===== config.mk =====
export PLATFORM = sky130hd
export DESIGN_NAME = bridge_arbiter
export DESIGN_NICKNAME = d
export VERILOG_FILES = /design/src/rtl/bridge_arbiter.sv
export SDC_FILE = /design/constraint.sdc
export NUM_CORES = 1
export LEC_CHECK = 0
export CORE_AREA = 2 2 163 165
export CTS_BUF_LIST = sky130_fd_sc_hd__clkbuf_2 sky130_fd_sc_hd__clkbuf_4 sky130_fd_sc_hd__clkbuf_8
export DETAILED_ROUTE_END_ITERATION = 7
export DIE_AREA = 0 0 165 167
export PLACE_DENSITY = 0.75
export SLEW_MARGIN = 40
export SYNTH_ARGS = -nofsm -noshare
export SYNTH_HDL_FRONTEND = slang
export SYNTH_SLANG_ARGS = --single-unit

===== constraint.sdc =====
create_clock -name clk -period 2.2 [get_ports clk]
set_clock_uncertainty 0.15 [all_clocks]
set_input_delay 0.33 -clock clk [delete_from_list [all_inputs] [get_ports clk]]
set_output_delay 0.33 -clock clk [all_outputs]
set_load 0.05 [all_outputs]

===== src/rtl/bridge_arbiter.sv =====
// bridge_arbiter: two-requester round-robin arbiter in front of a single-outstanding bridge port.
module bridge_arbiter #(
  parameter int ADDR_W = 8,
  parameter int DATA_W = 64
) (
  input  logic              clk,
  input  logic              rst,
  input  logic              rq0_valid,
  input  logic              rq0_r_wb,
  input  logic [ADDR_W-1:0] rq0_addr,
  input  logic [DATA_W-1:0] rq0_data_w,
  input  logic              rq1_valid,
  input  logic              rq1_r_wb,
  input  logic [ADDR_W-1:0] rq1_addr,
  input  logic [DATA_W-1:0] rq1_data_w,
  output logic              rq0_ready,
  output logic              rq0_out_valid,
  output logic [DATA_W-1:0] rq0_data_r,
  output logic              rq1_ready,
  output logic              rq1_out_valid,
  output logic [DATA_W-1:0] rq1_data_r,
  output logic              C_in_valid,
  output logic              C_r_wb,
  output logic [ADDR_W-1:0] C_addr,
  output logic [DATA_W-1:0] C_data_w,
  input  logic              C_out_valid,
  input  logic [DATA_W-1:0] C_data_r,
  output logic              busy
);
  typedef enum logic [1:0] {IDLE, ISSUE, WAIT} state_t;
  state_t state_q, state_d;
  logic [1:0] pend_q, pend_d, rwb_q, rwb_d, ov_q, ov_d, v_in, rwb_in;
  logic [ADDR_W-1:0] addr_q [2], addr_d [2], addr_in [2];
  logic [DATA_W-1:0] wd_q [2], wd_d [2], wd_in [2], rd_q [2], rd_d [2];
  logic gnt_q, gnt_d, last_q, last_d, issue;
  assign v_in = {rq1_valid, rq0_valid};
  assign rwb_in = {rq1_r_wb, rq0_r_wb};
  assign addr_in[0] = rq0_addr;
  assign addr_in[1] = rq1_addr;
  assign wd_in[0] = rq0_data_w;
  assign wd_in[1] = rq1_data_w;
  always_comb begin
    state_d = state_q;
    pend_d = pend_q;
    rwb_d = rwb_q;
    addr_d = addr_q;
    wd_d = wd_q;
    rd_d = rd_q;
    ov_d = '0;
    gnt_d = gnt_q;
    last_d = last_q;
    for (int n = 0; n < 2; n++)
      if (v_in[n] && !pend_q[n]) begin
        pend_d[n] = 1'b1;
        rwb_d[n] = rwb_in[n];
        addr_d[n] = addr_in[n];
        wd_d[n] = wd_in[n];
      end
    state_d = state_q == IDLE  ? (|pend_q ? ISSUE : IDLE) :
              state_q == ISSUE ? WAIT : (C_out_valid ? IDLE : WAIT);
    // on a tie, the requester that was not served last wins
    if (state_q == IDLE && |pend_q) gnt_d = &pend_q ? ~last_q : pend_q[1];
    if (state_q == WAIT && C_out_valid) begin
      ov_d[gnt_q] = 1'b1;
      rd_d[gnt_q] = C_data_r;
      pend_d[gnt_q] = 1'b0;
      last_d = gnt_q;
    end
  end
  always_ff @(posedge clk) begin
    if (rst) begin
      state_q <= IDLE;
      pend_q <= '0;
      rwb_q <= '0;
      addr_q <= '{default: '0};
      wd_q <= '{default: '0};
      rd_q <= '{default: '0};
      ov_q <= '0;
      gnt_q <= 1'b0;
      last_q <= 1'b1;
    end else begin
      state_q <= state_d;
      pend_q <= pend_d;
      rwb_q <= rwb_d;
      addr_q <= addr_d;
      wd_q <= wd_d;
      rd_q <= rd_d;
      ov_q <= ov_d;
      gnt_q <= gnt_d;
      last_q <= last_d;
    end
  end
  assign issue = state_q == ISSUE && !rst;
  assign C_in_valid = issue;
  assign C_r_wb = issue && rwb_q[gnt_q];
  assign C_addr = issue ? addr_q[gnt_q] : '0;
  assign C_data_w = issue ? wd_q[gnt_q] : '0;
  assign busy = !rst && state_q != IDLE;
  assign rq0_ready = !pend_q[0];
  assign rq1_ready = !pend_q[1];
  assign rq0_out_valid = ov_q[0] && !rst;
  assign rq1_out_valid = ov_q[1] && !rst;
  assign rq0_data_r = rd_q[0];
  assign rq1_data_r = rd_q[1];
endmodule


# [After elaboration in Yosys (flattened, before gate mapping)]
# Cells that the tools add are included.
[totals] romBits=0 out_inout_bits=207 register_bits=282 ramBits=0 n_memories=0 wordCells=66 latch_bits=0
[classes] n_eq_ne=2 n_mux=23 reduce_logical=19 addsub=0 bitwise_logic=5 shifts=0 div=0 n_lt_le_gt_ge=4 mul=0
[ops] operator="two-way mux 64 bit" count=5
[ops] operator="bitwise mux 128 bit" count=1
[ops] operator="demux 64 bit (select 1 bit)" count=1
[ops] operator="two-way mux 8 bit" count=4
[ops] operator="logical AND 1 bit" count=11
[ops] operator="two-way mux 2 bit" count=4
[ops] operator="two-way mux 1 bit" count=7
[ops] operator="OR reduction 2 bit" count=2
[ops] operator="logical NOT 1 bit" count=3
[ops] operator="bitwise AND 2 bit" count=1
[ops] operator="equality test 2 x 1 -> 1 bit (second input constant)" count=1
[ops] operator="equality test 2 bit (second input constant)" count=1
[ops] operator=">= comparator 2 bit (second input constant)" count=1
[ops] operator="logical NOT 2 bit" count=1
[ops] operator="less-than comparator 1 x 2 -> 1 bit (second input constant)" count=1
[ops] operator="less-than comparator 2 x 1 -> 1 bit (second input constant)" count=1
[ops] operator="inverter 1 bit" count=2
[ops] operator="inverter 1 -> 2 bit" count=1
[ops] operator="inverter 2 bit" count=1
[ops] operator="AND reduction 2 bit" count=1
[ops] operator="nonzero test 2 bit" count=1
[ops] operator="demux 1 bit (select 1 bit)" count=1
[ops] operator=">= comparator 1 bit (second input constant)" count=1

# [Longest topological paths before layout]
# Gate-level depths: netlist of run 1.
[logic_depth] depth_word=7 ltp_mapped=5 ltp_nobuf=3

# [Worst setup path before layout of run 1]
# No wires, ideal clock.
[synth_timing] kind="register to output" start="reg state_q[1]" end="out C_addr[0]" n_path_buf=2 arrival_time_ps=1682 path_slack_ps=38 stages_incl_launch_ff=6 required_ps=1720 cell_sequence="dfxtp_1 > nand2b_1 > or2_1 > buf_2 > buf_2 > nor2_1"
[synth_via] elab_chain_len=3
[synth_lines] element="start, declared" line_no="31" rtl="state_t state_q, state_d;"
[synth_lines] element="start signal, assigned" line_no="82" rtl="state_q <= state_d;"
[synth_lines] element="equality test 2 x 1 -> 1 bit" line_no="93" rtl="assign issue = state_q == ISSUE && !rst;"
[synth_lines] element="logical AND 1 bit" line_no="93"
[synth_lines] element="two-way mux 8 bit" line_no="96" rtl="assign C_addr = issue ? addr_q[gnt_q] : '0;"
[synth_lines] element="end, declared" line_no="24" rtl="output logic [ADDR_W-1:0] C_addr,"
# No other way between the ends.

# [Final worst setup path of run 1]
[layout_timing] start="reg state_q[1]" end="out C_data_w[37]"
[layout_via] elab_chain_len=3
[layout_lines] element="equality test 2 x 1 -> 1 bit" line_no="93"
[layout_lines] element="logical AND 1 bit" line_no="93"
[layout_lines] element="two-way mux 64 bit" line_no="97" rtl="assign C_data_w = issue ? wd_q[gnt_q] : '0;"
[layout_lines] element="end, declared" line_no="25" rtl="output logic [DATA_W-1:0] C_data_w,"
# No other way between the ends.

==> flow_metrics.py, run 1 <==
metrics = {
    "global_routing": {
        "grt_overflow": 0,
        "grt_pass1_vias": 9569,
        "gr-usage-all-layers_pct": 24.09,
        "grt_max_degree": 83,
        "antenna_found_initial": 2,
        "grt_pass1_wl_um": 52580,
    },
    "power": {
        "p_sw_share_pct": 26.25,
        "seqPwrFrac_pct": 45.2,
        "p_sw_w": 0.003157,
        "pwr_density_cell_nw_per_um2": 688.2,
        "internal_power_w": 0.008870,
        "total_leakage_power_nw": 7.530,
        "vdd_drop_max_mv": 0.7942,
        "power.share.clock_pct": 39.7,
        "combPwrFrac_pct": 15.1,
    },
    "finish": {
        "area_growth_pct": 70.08,
        "fin_nets": 1748,
        "final_core_util_pct": 67.83,
        "layout-drive-gt1-share_pct": 19.40,
    },
    "timing": {
        "period_needed_ns": 2.365,
        "hold_viol": 0,
        "max-slew-margin-rel_pct": 53.94,
        "tightestPinTransition_ns": 0.6909,
        "post-route-period-util_pct": 107.5,
        "setup_ws_ns": -0.1648,
        "fmax_ghz": 0.4229,
        "whs_ns": 0.1380,
        "drv_slew": 0,
        "setup_violations": 73,
        "rsz0062_at_grt": "true",
    },
    "logic_synthesis": {
        "synthCells": 1120,
        "yosysUniqueCellTypes": 26,
        "synth.avg_cell_area_sq_um": 9.174,
        "ys_ff_latch": 282,
        "netlist_area_sq_um": 10270,
        "ys_seq_area_share_pct": 54.94,
        "yosysWarnings": 0,
        "synth_nets": 1335,
    },
    "routing": {
        "drtIter0Drc": 748,
        "vias": 9918,
        "avgRoutedWirePerCell_um": 19.47,
        "drt_wl_total_um": 37080,
        "detail-route-antenna-nets": 0,
        "firstDrtPassIters": 7,
        "drc": 0,
        "viasPerCell": 5.209,
    },
    "outcome": {
        "failed_checks": "negative setup slack",
        "outcome": "complete, but fails checks",
    },
    "setup_path": {
        "regToRegSetupSlack_ns": 0.31,
        "arrival_ns": 1.88,
        "path_cells": "nand2b_4 -> or2_4 -> buf_16 -> nor2_2 -> buf_12",
        "path_buf_inv": 2,
        "cp_max_fo": 8,
        "r2r_end": "rq0_data_r[25]",
        "end_kind": "output port",
        "reg2reg_from": "state_q[1]",
        "crit_type": "reg -> out",
        "start_kind": "flop",
        "crit_family": "simple AND/OR/NAND/NOR gates",
        "cp_slowest_cell": "or2_4",
        "r2r_cells": 6,
        "crit_path_max_incr_delay_ns": 0.36,
        "crit_required_ns": 1.72,
    },
    "clock_network": {
        "clockRootBuffer": "clkbuf_8",
        "cts_buffers": 46,
        "insertion_delay_ns": 0.53,
        "cts_tree": "yes",
        "cts_hold_buf": 0,
        "htreeDepth": 2,
        "clock-sinks": 282,
        "clock_path_buffers": 3,
        "clk_pin_slew_ns": 0.07,
    },
    "floorplanning": {
        "fp.coreArea_sq_um": 25760,
        "fp-row-count": 59,
        "dieHeight_um": 167,
        "initial_core_util_pct": 39.88,
        "die-area_sq_um": 27560,
        "dieWidth_um": 165,
        "boundaryPins": 422,
    },
    "worst_hold_path": {
        "whs_endpoint": "wd_q[99]",
        "hold_depth": 3,
        "min_from": "rst",
        "hold_class": "in -> reg",
    },
    "placed_design": {
        "portBuffers": 421,
        "gp_congestion": 0.8296,
        "dp.final_hpwl_um": 23190,
    },
    "flow_run": {
        "cap_viol_max_count": 0,
    },
}
==> synth_stat cells <==
library cell / n / share of area, %
a21oi_1: 148 / 7.2
o21a_1: 1 / 0.073
buf_6: 4 / 0.44
dfxtp_1: 282 / 55
nor2b_1: 4 / 0.24
mux2i_1: 73 / 7.1
nor2_4: 1 / 0.11
buf_1: 17 / 0.62
nor2_1: 77 / 2.8
o31ai_1: 1 / 0.073
buf_2: 48 / 2.3
clkbuf_1: 14 / 0.51
a22o_1: 128 / 11
nor3_2: 1 / 0.097
buf_4: 10 / 0.73
o21ai_0: 1 / 0.049
nor3_1: 1 / 0.049
a41oi_1: 1 / 0.085
inv_1: 4 / 0.15
nand3_1: 1 / 0.049
nand2b_1: 4 / 0.24
and4bb_1: 1 / 0.12
or2_1: 1 / 0.061
nor3b_2: 1 / 0.12
nand2_1: 295 / 11
nand3b_1: 1 / 0.073
==> through the flow <==
step | cells | power, W | setup slack, ns | TNS (ns) | cell area [sq um]
after floorplan | 1120 | 0.006306 | 0.03780 | 0 | 10270
after global placement | 1808 | 0.007109 | 0.1042 | 0 | 15580
after detailed placement | 1808 | 0.007137 | 0.003527 | 0 | 15580
after CTS | 1892 | 0.01197 | -0.1925 | -12.43 | 16760
after global routing | 1904 | 0.01251 | -0.2188 | -12.97 | 17480
final | 1904 | 0.01203 | -0.1648 | -8.737 | 17480
==> kinds of logic (layout without fill, tap and decap cells) <==
kind of cell    count (synthesis)  count (layout)  share of synthesized area, %
other cells                     0               2                             0
compound gates                280             280                         18.40
flops                         282             282                         54.94
mux                            73              73                         7.112
simple gates                  388             389                         14.76
buf+inv                        97             543                         4.786
==> tightest hold or removal path, cell delays in order <==
cell     delay [ns]
buf_4          0.11
buf_4          0.27
a21oi_1        0.06
==> worst max path at each step <==
stage	slack, ns	startpoint	cells past startpoint	end
after floorplan	0.04	state_q[1]	5	C_addr[0]
after global placement	0.10	gnt_q	4	C_data_w[35]
after detailed placement	0.004	C_out_valid	5	rq0_data_r[5]
after CTS	-0.19	state_q[1]	5	C_addr[4]
after global routing	-0.22	gnt_q	4	C_data_w[32]
final	-0.16	state_q[1]	5	C_data_w[37]
==> final cells by class <==
type / count / area [sq um]
inverters: 4 / 20.02
multi-input cells: 742 / 4810
fillers: 1913 / 8288
repair buffers: 457 / 5587
clock buffers: 72 / 903.4
diodes: 2 / 5.005
clock inverters: 10 / 80.08
flip-flops and latches: 282 / 5652
well taps: 335 / 419.2
==> what timing repair did <==
| action | in CTS | in global routing |
|---|---|---|
| pin swaps | 1 | 67 |
| cloned | 1 | 9 |
| setup endpoints to repair | 156 | 116 |
| hold endpoints to repair | 0 | 0 |
| resized for setup | 175 | 129 |
| setup buffers | 1 | 1 |
==> flip-flops by register name, summed over array words and instances, names as in the netlist <==
name / count
gnt_q: 1
state_q: 2
last_q: 1
rq1_data_r: 64
wd_q: 128
addr_q: 16
rq0_data_r: 64
rwb_q: 2
ov_q: 2
pend_q: 2
==> routing by layer <==
metal	vias to the layer above	part of all wire, %	track usage, %	wire length [um]
li1	4657	-	-	-
met1	4678	38	28.73	14160
met2	484	48	39.93	17980
met3	99	9.6	7.347	3551
met4	0	3.7	10.28	1381
met5	-	0	0	0
==> power by group through the flow <==
stage                     sequential (W)  clock (W)  combinational, W
after floorplan                  0.00562          0          0.000682
after global placement           0.00552          0           0.00159
after detailed placement         0.00553          0           0.00161
after CTS                        0.00542    0.00488           0.00167
after global routing             0.00545    0.00513           0.00192
final                            0.00543    0.00478           0.00182
==> layout by cell type, fill, tap and decap left out, types with 2 or more instances in the layout <==
cell type	netlist	routed
dfxtp_2	0	2
mux2i_2	0	13
nor2_2	0	4
nor2_4	1	70
clkbuf_16	0	6
a21oi_1	148	148
a22o_1	128	128
dlygate4sd2_1	0	82
buf_16	0	3
clkbuf_4	0	14
diode_2	0	2
clkdlybuf4s50_1	0	214
clkinv_2	0	7
nor2b_4	0	2
nor2b_1	4	2
mux2i_4	0	2
mux2i_1	73	58
buf_12	0	91
or2_4	0	2
clkinvlp_4	0	2
clkbuf_8	0	58
inv_1	4	3
nor2_1	77	4
buf_4	10	18
nand2_1	295	295
dfxtp_1	282	279
nand2b_2	0	2
dlymetal6s2s_1	0	42
No activity file was read; power rests on OpenSTA's default activity.
==> run 2: changes to the inputs <==
Settings changed: CTS_CLUSTER_SIZE from default to 28.
==> results of run 2 <==
Same layout as run 1: the final DEF is identical, and so are final timing and power.
==> run 3: changes to the inputs <==
--- a/config.mk
+++ b/config.mk
@@ -7,3 +7,5 @@
 export LEC_CHECK = 0
-export CORE_AREA = 2 2 163 165
+export CELL_PAD_IN_SITES_DETAIL_PLACEMENT = 0
+export CELL_PAD_IN_SITES_GLOBAL_PLACEMENT = 1
+export CORE_UTILIZATION = 35
 export CTS_BUF_LIST = sky130_fd_sc_hd__clkbuf_2 sky130_fd_sc_hd__clkbuf_4 sky130_fd_sc_hd__clkbuf_8
@@ -11,4 +13,3 @@
 export DETAILED_ROUTE_END_ITERATION = 7
-export DIE_AREA = 0 0 165 167
-export PLACE_DENSITY = 0.75
+export PLACE_DENSITY_LB_ADDON = 0.1
 export SLEW_MARGIN = 40
--- a/constraint.sdc
+++ b/constraint.sdc
@@ -4,2 +4,2 @@
 set_output_delay 0.33 -clock clk [all_outputs]
-set_load 0.05 [all_outputs]
+set_load 0.005 [all_outputs]
==> flow_metrics.py, run 3 (synthesis results as in run 1) <==
metrics = {
    "outcome": {
        "outcome": "complete, but fails checks",
        "failed_checks": "negative setup slack",
    },
    "finish": {
        "fin_nets": 1785,
        "area_growth_pct": 63.55,
        "largest_register": "wd_q",
        "final_common_cell": "clkdlybuf4s50_1",
        "final_core_util_pct": 58.39,
        "layout-drive-gt1-share_pct": 20.09,
        "layout.cells.most_common_list": "clkdlybuf4s50_1 (345), nand2_1 (295), dfxtp_1 (279)",
        "layout.cells.non_filler": 1990,
        "largest_reg_flops": 128,
    },
    "floorplanning": {
        "dieWidth_um": 173.3,
        "fp.coreArea_sq_um": 28780,
        "initial_core_util_pct": 35.70,
        "fp-row-count": 62,
        "die-area_sq_um": 30050,
        "boundaryPins": 422,
        "dieHeight_um": 173.3,
    },
    "global_routing": {
        "grt_pass1_wl_um": 53740,
        "gr-usage-met2_pct": 37.00,
        "antenna_found_initial": 4,
        "gr-usage-all-layers_pct": 22.56,
        "gr-usage-met3_pct": 7.061,
        "grt_max_degree": 78,
        "grt_overflow": 0,
        "busiest_layer": "met2",
        "grt_pass1_vias": 9405,
        "gr-usage-met1_pct": 27.97,
    },
    "setup_path": {
        "crit_type": "reg -> out",
        "regToRegSetupSlack_ns": 0.30,
        "arrival_ns": 1.89,
        "reg2reg_from": "gnt_q",
        "start_kind": "flop",
        "r2r_end": "rq0_data_r[16]",
        "cp_max_fo": 7,
        "r2r_cells": 5,
        "end_kind": "output port",
        "crit_required_ns": 1.72,
    },
    "clock_network": {
        "cts_tree": "yes",
        "clock_path_buffers": 3,
        "htreeDepth": 2,
        "cts_buffers": 48,
        "clk_pin_slew_ns": 0.06,
        "clockRootBuffer": "clkbuf_8",
        "clock-sinks": 282,
        "insertion_delay_ns": 0.55,
    },
    "timing": {
        "tightestPinTransition_ns": 0.7484,
        "post-route-period-util_pct": 107.9,
        "fmax_ghz": 0.4211,
        "whs_ns": 0.07274,
        "setup_ws_ns": -0.1745,
        "max-slew-margin-rel_pct": 50.11,
        "period_needed_ns": 2.375,
        "rsz0062_at_grt": "true",
        "hold_viol": 0,
        "fin_tns_setup_ns": -7.895,
        "setup_violations": 73,
        "drv_slew": 0,
    },
    "placed_design": {
        "dp.cells": 1865,
        "portBuffers": 421,
        "dp.final_hpwl_um": 23110,
        "gp_congestion": 0.7729,
        "place_ws_ns": -0.1635,
    },
    "routing": {
        "firstDrtPassIters": 5,
        "detail-route-antenna-nets": 0,
        "drc": 0,
        "viasPerCell": 4.856,
        "drt_wl_total_um": 37180,
        "avgRoutedWirePerCell_um": 18.69,
        "drtIter0Drc": 511,
        "vias": 9663,
    },
    "worst_hold_path": {
        "hold_depth": 3,
        "hold_class": "in -> reg",
        "min_from": "rst",
        "whs_endpoint": "state_q[1]",
    },
    "power": {
        "total_leakage_power_nw": 6.343,
        "vdd_drop_max_mv": 0.5430,
        "pwr_density_cell_nw_per_um2": 712.5,
    },
    "flow_run": {
        "cap_viol_max_count": 0,
    },
}
## run 3: cell types whose count changed in the layout (fill, tap and decap cells not counted), moves of 7 or more
cell             delta
mux2i_1             -7
buf_12             -70
mux2i_4            +12
buf_6              +21
clkbuf_2           +39
dlygate4sd2_1      -81
nor2_2              +8
nor2_4             -25
clkdlybuf4s50_1   +131
buf_2              +33
nor2_1             +17
dlymetal6s2s_1     -42
## run 3: cell type report
| type | instances | area (sq um) |
|---|---|---|
| well taps | 384 | 480.5 |
| inverters | 4 | 15.01 |
| clock buffers | 72 | 915.9 |
| fillers | 2579 | 11980 |
| flip-flops and latches | 282 | 5652 |
| multi-input cells | 741 | 4765 |
| repair buffers | 493 | 4883 |
| diodes | 3 | 7.507 |
| clock inverters | 11 | 86.33 |
## run 3: worst max-delay path by stage
stage                    start      endpoint  slack [ns]  depth (start not counted)
global placement           rst  C_data_w[40]       -0.21                          5
CTS                 state_q[1]   C_data_w[5]       -0.43                          5
global route        state_q[1]  C_data_w[33]       -0.26                          7
finish              state_q[1]  C_data_w[34]       -0.17                          7
floorplan                gnt_q     C_addr[0]        0.57                          5
detailed placement         rst  C_data_w[40]       -0.16                          5
## run 3: metrics by stage
| step | power [W] | area [sq um] |
|---|---|---|
| floorplan | 0.006102 | 10270 |
| global placement | 0.006905 | 14990 |
| detailed placement | 0.006917 | 14990 |
| CTS | 0.01190 | 16260 |
| global route | 0.01247 | 16800 |
| finish | 0.01197 | 16800 |
## run 3: worst max-delay path, stage by stage, from the launching register on
cell,delay (ns)
dfxtp_2,0.31
nand2b_4,0.13
or2_4,0.32
buf_12,0.17
buf_6,0.12
buf_6,0.11
nor2_2,0.06
buf_2,0.11
## run 3: metal layers
layer  vias to the layer above  wire, um
met2                       349     17680
li1                       4732         -
met4                         2       868
met1                      4517     15620
met3                        63      3004
met5                         -        13
## run 3: timing repair
item | CTS | global route
endpoints found under the hold margin | 0 | 0
endpoints found under the setup margin | 75 | 74
hold buffers | 0 | 0
gates resized for setup | 184 | 243
cloned | 1 | 8
pin swaps | 3 | 44
setup buffers | 4 | 30
## run 3: power breakdown
group	switching [W]	internal (W)	total [W]	leakage, nW
Sequential	0.000126	0.00531	0.00544	2.30
Clock	0.00210	0.00277	0.00487	0.537
Combinational	0.000763	0.000899	0.00166	3.51
